**config.mk**
```make
export PLATFORM = sky130hd
export DESIGN_NAME = lcd_rgb_timing_gen
export DESIGN_NICKNAME = d
export VERILOG_FILES = /design/src/rtl/lcd_rgb_timing_gen.sv
export SDC_FILE = /design/constraint.sdc
export NUM_CORES = 1
export LEC_CHECK = 0
export ABC_AREA = 1
export CORE_MARGIN = 3
export CORE_UTILIZATION = 55
export DETAILED_ROUTE_END_ITERATION = 7
export GPL_TIMING_DRIVEN = 0
export PLACE_DENSITY = 0.82
export REMOVE_ABC_BUFFERS = 1
export SETUP_SLACK_MARGIN = 0.3
export SLEW_MARGIN = 10
export SYNTH_ARGS = -nofsm -noshare
export SYNTH_HDL_FRONTEND = slang
export SYNTH_SLANG_ARGS = --single-unit
```
**constraint.sdc**
```tcl
create_clock -name CLK -period 2.3 [get_ports CLK]
set_clock_uncertainty 0.05 [all_clocks]
set_input_delay 0.46 -clock CLK [delete_from_list [all_inputs] [get_ports CLK]]
set_output_delay 0.46 -clock CLK [all_outputs]
set_load 0.03 [all_outputs]
```
**src/rtl/lcd_rgb_timing_gen.sv**
```systemverilog
// lcd_rgb_timing_gen: RGB-parallel LCD timing generator with frame-request handshake.
//   Generates HSYNC/VSYNC/DE from free-running h/v counters, pulls RGB565 pixels
//   from a 1-cycle-latency line FIFO and drives 8:8:8 pins through an aligned
//   2-stage pipeline (every pin lags the counters by exactly 2 clocks).
// Ports:
//   CLK, RST (async, active high)      clock and reset
//   FRAME_REQ                          level request; sampled at frame boundaries
//   FIFO_Empty, FIFO_Data[15:0]        FIFO status and RGB565 data (valid 1 clk after FIFO_RE)
//   FIFO_RE, FIFO_RST                  FIFO read enable and per-frame reset pulse
//   LCD_HSYNC, LCD_VSYNC, LCD_DE       panel timing, polarities from HS_POL/VS_POL/DE_POL
//   LCD_R, LCD_G, LCD_B [7:0]          panel colour
//   BUSY, FRAME_DONE, UNDERFLOW        status: running, last frame clock, sticky starvation
// Optional: LCD_TEST_PATTERN_EN adds PATTERN_SEL selecting 8 vertical colour bars.
module lcd_rgb_timing_gen #(
  parameter int          H_ACTIVE      = 480,
  parameter int          H_FP          = 8,
  parameter int          H_SYNC        = 4,
  parameter int          H_BP          = 43,
  parameter int          V_ACTIVE      = 272,
  parameter int          V_FP          = 8,
  parameter int          V_SYNC        = 4,
  parameter int          V_BP          = 12,
  parameter bit          HS_POL        = 1'b0,
  parameter bit          VS_POL        = 1'b0,
  parameter bit          DE_POL        = 1'b1,
  parameter int          CNT_W         = 12,
  parameter int          FIFO_RST_CYC  = 10,
  parameter logic [23:0] UNDERFLOW_RGB = 24'hFF0000
) (
  input  logic        CLK,
  input  logic        RST,
  input  logic        FRAME_REQ,
`ifdef LCD_TEST_PATTERN_EN
  input  logic        PATTERN_SEL,
`endif
  input  logic        FIFO_Empty,
  input  logic [15:0] FIFO_Data,
  output logic        FIFO_RE,
  output logic        FIFO_RST,
  output logic        LCD_HSYNC,
  output logic        LCD_VSYNC,
  output logic        LCD_DE,
  output logic [7:0]  LCD_R,
  output logic [7:0]  LCD_G,
  output logic [7:0]  LCD_B,
  output logic        BUSY,
  output logic        FRAME_DONE,
  output logic        UNDERFLOW
);
  localparam int H_TOTAL = H_SYNC + H_BP + H_ACTIVE + H_FP;
  localparam int V_TOTAL = V_SYNC + V_BP + V_ACTIVE + V_FP;
  localparam logic [CNT_W-1:0] H_LAST = CNT_W'(H_TOTAL - 1);
  localparam logic [CNT_W-1:0] V_LAST = CNT_W'(V_TOTAL - 1);
  localparam logic [CNT_W-1:0] H_SE   = CNT_W'(H_SYNC);
  localparam logic [CNT_W-1:0] V_SE   = CNT_W'(V_SYNC);
  localparam logic [CNT_W-1:0] H_AS   = CNT_W'(H_SYNC + H_BP);
  localparam logic [CNT_W-1:0] H_AE   = CNT_W'(H_SYNC + H_BP + H_ACTIVE);
  localparam logic [CNT_W-1:0] V_AS   = CNT_W'(V_SYNC + V_BP);
  localparam logic [CNT_W-1:0] V_AE   = CNT_W'(V_SYNC + V_BP + V_ACTIVE);
  localparam logic [CNT_W-1:0] RST_E  = CNT_W'(FIFO_RST_CYC);
  localparam logic [CNT_W-1:0] ONE    = CNT_W'(1);
  localparam logic [0:0] IDLE = 1'b0;
  localparam logic [0:0] RUN  = 1'b1;

  logic [0:0]       state_q, state_d;
  logic [CNT_W-1:0] h_q, h_d, v_q, v_d;
  logic             run, h_last, frame_last, act, start, pat;
  logic             hs1_q, vs1_q, de1_q, re1_q, pat1_q;
  logic             hs2_q, vs2_q, de2_q, uf_q, uf_d;
  logic [23:0]      rgb2_q, rgb_d, pat_rgb;

  assign run        = state_q == RUN;
  assign h_last     = h_q == H_LAST;
  assign frame_last = run && h_last && v_q == V_LAST;
  assign act        = run && h_q >= H_AS && h_q < H_AE && v_q >= V_AS && v_q < V_AE;
  // A new frame begins either from IDLE or by wrapping at the last clock of a frame.
  assign start      = FRAME_REQ && (!run || frame_last);

  always_comb begin
    state_d = ((run && !frame_last) || FRAME_REQ) ? RUN : IDLE;
    h_d     = (!run || h_last) ? '0 : h_q + ONE;
    v_d     = (!run || frame_last) ? '0 : h_last ? v_q + ONE : v_q;
  end

  always_ff @(posedge CLK or posedge RST) begin
    if (RST) begin
      state_q <= IDLE;
      h_q     <= '0;
      v_q     <= '0;
    end else begin
      state_q <= state_d;
      h_q     <= h_d;
      v_q     <= v_d;
    end
  end

`ifdef LCD_TEST_PATTERN_EN
  localparam int BAR_W = (H_ACTIVE / 8 > 0) ? H_ACTIVE / 8 : 1;
  logic [CNT_W-1:0] bar_idx;
  logic [2:0]       bar_d, bar1_q;
  assign pat     = PATTERN_SEL;
  assign bar_idx = (h_q - H_AS) / CNT_W'(BAR_W);
  assign bar_d   = (bar_idx > CNT_W'(7)) ? 3'd7 : bar_idx[2:0];
  // Bar index bits 0/1/2 switch R/G/B fully on: black, red, green, yellow, blue, magenta, cyan, white.
  assign pat_rgb = {{8{bar1_q[0]}}, {8{bar1_q[1]}}, {8{bar1_q[2]}}};
  always_ff @(posedge CLK or posedge RST) begin
    if (RST) begin
      pat1_q <= 1'b0;
      bar1_q <= '0;
    end else begin
      pat1_q <= pat;
      bar1_q <= bar_d;
    end
  end
`else
  assign pat     = 1'b0;
  assign pat1_q  = 1'b0;
  assign pat_rgb = '0;
`endif

  assign FIFO_RE = act && !FIFO_Empty && !pat;

  // Stage 1: timing and read flags; FIFO_Data for this pixel arrives during this stage.
  always_ff @(posedge CLK or posedge RST) begin
    if (RST) begin
      hs1_q <= 1'b0;
      vs1_q <= 1'b0;
      de1_q <= 1'b0;
      re1_q <= 1'b0;
    end else begin
      hs1_q <= run && h_q < H_SE;
      vs1_q <= run && v_q < V_SE;
      de1_q <= act;
      re1_q <= FIFO_RE;
    end
  end

  always_comb begin
    rgb_d = !de1_q ? 24'h0 : pat1_q ? pat_rgb : re1_q ?
            {FIFO_Data[15:11], FIFO_Data[15:13], FIFO_Data[10:5], FIFO_Data[10:9],
             FIFO_Data[4:0], FIFO_Data[4:2]} : UNDERFLOW_RGB;
    uf_d  = start ? 1'b0 : uf_q | (de1_q & ~re1_q & ~pat1_q);
  end

  // Stage 2: panel pins; UNDERFLOW rises together with the first starved pixel on the pins.
  always_ff @(posedge CLK or posedge RST) begin
    if (RST) begin
      hs2_q  <= ~HS_POL;
      vs2_q  <= ~VS_POL;
      de2_q  <= ~DE_POL;
      rgb2_q <= '0;
      uf_q   <= 1'b0;
    end else begin
      hs2_q  <= hs1_q ? HS_POL : ~HS_POL;
      vs2_q  <= vs1_q ? VS_POL : ~VS_POL;
      de2_q  <= de1_q ? DE_POL : ~DE_POL;
      rgb2_q <= rgb_d;
      uf_q   <= uf_d;
    end
  end

  assign FIFO_RST   = run && v_q == '0 && h_q < RST_E;
  assign BUSY       = run;
  assign FRAME_DONE = frame_last;
  assign UNDERFLOW  = uf_q;
  assign LCD_HSYNC  = hs2_q;
  assign LCD_VSYNC  = vs2_q;
  assign LCD_DE     = de2_q;
  assign LCD_R      = rgb2_q[23:16];
  assign LCD_G      = rgb2_q[15:8];
  assign LCD_B      = rgb2_q[7:0];
endmodule

```
==> impl_metrics.json <==
{
  "status": "finished, violations left",
  "violations": "setup timing",
  "ys_ff_latch": 49,
  "max_stage_delay_ps": 400,
  "synth_area_um2": 2550,
  "coreArea_um2": 4410,
  "rsz0062_at_grt": "true",
  "vias": 2263,
  "power_density_nw_per_um2": 657,
  "seq_area_frac_synth_pct": 48.2,
  "power_mw": 2.28,
  "crit_start": "h_q[1]$_DFF_PP0_",
  "area_growth_pct": 36.0,
  "nets": 410,
  "final_cells": 439,
  "relSlewSlack_pct": 73.9,
  "numCtsBuffers": 5,
  "crit_arrival_ps": 1840,
  "row_count": 24,
  "first_pass_iters": 4,
  "start_util_pct": 57.7,
  "gr-total-overflow": 0,
  "place_ws_ps": -273,
  "die_x_um": 74.1,
  "wl_per_cell_um": 13.8,
  "path_clk_slew_ps": 90,
  "maxSlewViolCount": 0,
  "cp_slowest_cell": "dfrtp_1",
  "io_buffers": 51,
  "grtUsageMet3_pct": 5.00,
  "yosys_warnings": 0,
  "rr_startpoint": "h_q[1]$_DFF_PP0_",
  "dieArea_um2": 5490,
  "syn_avg_cell_area_um2": 8.07,
  "crit_required_ps": 1790,
  "die_h_um": 74.1,
  "cts_sinks": 49,
  "synth_ff_type": "dfrtp_1",
  "cts.path.max_buffers": 2,
  "crit_chain": "ha_2, nand2_2, nor2_4, inv_2, nand2_2, nand2_2, nand3_2, nand3b_1, nor2_2, buf_6",
  "drc_errors": 0,
  "peakVddDrop_v": 0.000612,
  "hold_start": "vs1_q$_DFF_PP0_",
  "synthCells": 316,
  "setup_viol": 1,
  "critPathMaxFanout": 3,
  "cp_common_cell": "nand2_2",
  "critPathCaptureType": "primary output",
  "htree_levels": 2,
  "fmax_ghz": 0.426,
  "place.gp.congestion": 0.893,
  "setup_ws_ps": -47.2,
  "met2_usage_pct": 42.3,
  "busiest_layer": "met2",
  "synth_edf_count": 0,
  "fin_crit_ps": 2350,
  "dpl-instance-area_um2": 3030,
  "fin_crit_sh_pct": 102,
  "crit_type": "register to primary output",
  "grt_pass1_vias": 2133,
  "finalInstanceArea_um2": 3470,
  "yosysUniqueCellTypes": 32,
  "hold_viol": 0,
  "n_antenna_cell": 0,
  "drt_iter0_markers": 151,
  "dp.cells": 405,
  "cap_viol_max_count": 0,
  "antenna_found_initial": 0,
  "wirelength_um": 6070,
  "cts_tree": "yes",
  "drive_above_1_share_pct": 23.8,
  "grt_pass1_wl_um": 9890,
  "hp-class": "register to register",
  "grt_usage_pct": 23.5,
  "clock_latency_ps": 310,
  "async_flop_share_pct": 100,
  "ios": 52,
  "critPathLaunchType": "register",
  "use_met1_pct": 28.6,
  "grt_max_degree": 37,
  "dp_hpwl_um": 3840,
  "fin_util_pct": 78.5,
  "p_leak_nw": 1.73,
  "cts_root_buf": "clkbuf_8",
  "worstMarginPinSlew_ps": 391,
  "via_per_inst": 5.15,
  "fillers": 307,
  "antenna_left": 0
}
[registers in the layout, indices dropped and copies added (netlist names)]
register / count
BUSY: 1
hs1_q: 1
v_q: 12
UNDERFLOW: 1
re1_q: 1
vs1_q: 1
de1_q: 1
rgb2_q: 16
h_q: 12
LCD_HSYNC: 1
LCD_DE: 1
LCD_VSYNC: 1
[final cells by class]
cell class              instances  area [um^2]  share of cell area, %
clock buffers                   5         68.8                   1.98
clock inverters                 3         68.8                   1.98
inverters                      50          190                   5.49
multi-input cells             202         1090                   31.6
flip-flops and latches         49         1230                   35.5
well taps                      52         65.1                   1.88
repair buffers                 78          748                   21.6
[where the power goes]
part	switching [mW]	internal (mW)
Clock	0.298	0.438
Combinational	0.266	0.240
Sequential	0.0972	0.939
[stage by stage]
| step | TNS (ps) | hold slack [ps] |
|---|---|---|
| global placement | -13740 | 291 |
| CTS | -21.9 | 325 |
| detailed placement | -467 | 312 |
| finish | -47.2 | 322 |
| floorplan | 0 | 287 |
| global route | -210 | 343 |
[synthesized netlist by cell type, types with 4 or more instances]
master,n,area [um^2]
nand2_1,68,255
nand4_1,4,25.0
dfrtp_1,47,1180
o21ai_0,11,55.1
nor3_1,7,35.0
a21oi_1,12,60.1
nor2_1,46,173
inv_2,4,15.0
nand2_2,7,43.8
ha_1,4,50.1
nand3_2,8,80.1
nand3_1,15,75.1
buf_6,4,45.0
inv_1,45,169
buf_4,8,60.1
nor2_2,4,25.0
[worst paths after layout]
path,end,slack (ps),cells past startpoint
setup / recovery,FIFO_RE,-50,10
min in group asynchronous,rgb2_q[6]$_DFF_PP0_,360,2
hold / removal,LCD_VSYNC$_DFF_PP1_,320,1
max in group asynchronous,LCD_HSYNC$_DFF_PP1_,1280,3
hold reg to reg,LCD_VSYNC$_DFF_PP1_,320,1
setup reg to reg,de1_q$_DFF_PP0_,50,17
[routing by layer]
layer | up-vias | routed length [um] | part of all wire [%]
met3 | 13 | 446 | 7.4
met1 | 1054 | 2420 | 40
met2 | 88 | 3080 | 51
met5 | - | 0 | 0
li1 | 1108 | - | -
met4 | 0 | 123 | 2.0
[cell families (layout without fill, tap and decap cells)]
| kind of cell | after synthesis | in the layout | share of synthesized area, % |
|---|---|---|---|
| and+or+nand+nor | 171 | 171 | 32.3 |
| AOI/OAI and AO/OA | 26 | 26 | 5.20 |
| adders and majority gates | 4 | 4 | 1.96 |
| buffers and inverters | 65 | 136 | 12.0 |
| DFF | 49 | 49 | 48.2 |
| xor gates and xnor gates | 1 | 1 | 0.344 |
[worst max-delay path: cells and delay by family (launching register included)]
kind | cells | cell delay, ps
simple gates | 7 | 720
flops | 1 | 400
fa+ha+maj | 1 | 200
buf+inv | 2 | 220
[cell usage in the layout, fill, tap and decap left out, types with 2 or more instances in the layout]
cell type,count
o21ai_1,2
o21ai_0,10
bufinv_16,2
nand3b_1,2
nand2_2,11
dfrtp_2,2
dlygate4sd2_1,3
nand2_1,63
inv_1,39
nor2_4,4
buf_6,9
nor2_1,43
buf_4,20
inv_2,9
ha_2,2
nor2_2,6
dfrtp_1,45
dfstp_2,2
nand4_1,4
clkdlybuf4s50_1,45
nand3_2,9
clkbuf_8,5
a21oi_1,12
nor3_1,5
nand3_1,14
[timing repair]
action,in CTS,in global routing
resized for setup,44,17
hold buffers,0,0
buffers inserted,17,9
pin swaps,8,9
endpoints found under the setup margin,6,12
Note: power is estimated with default switching activity, not from simulation.
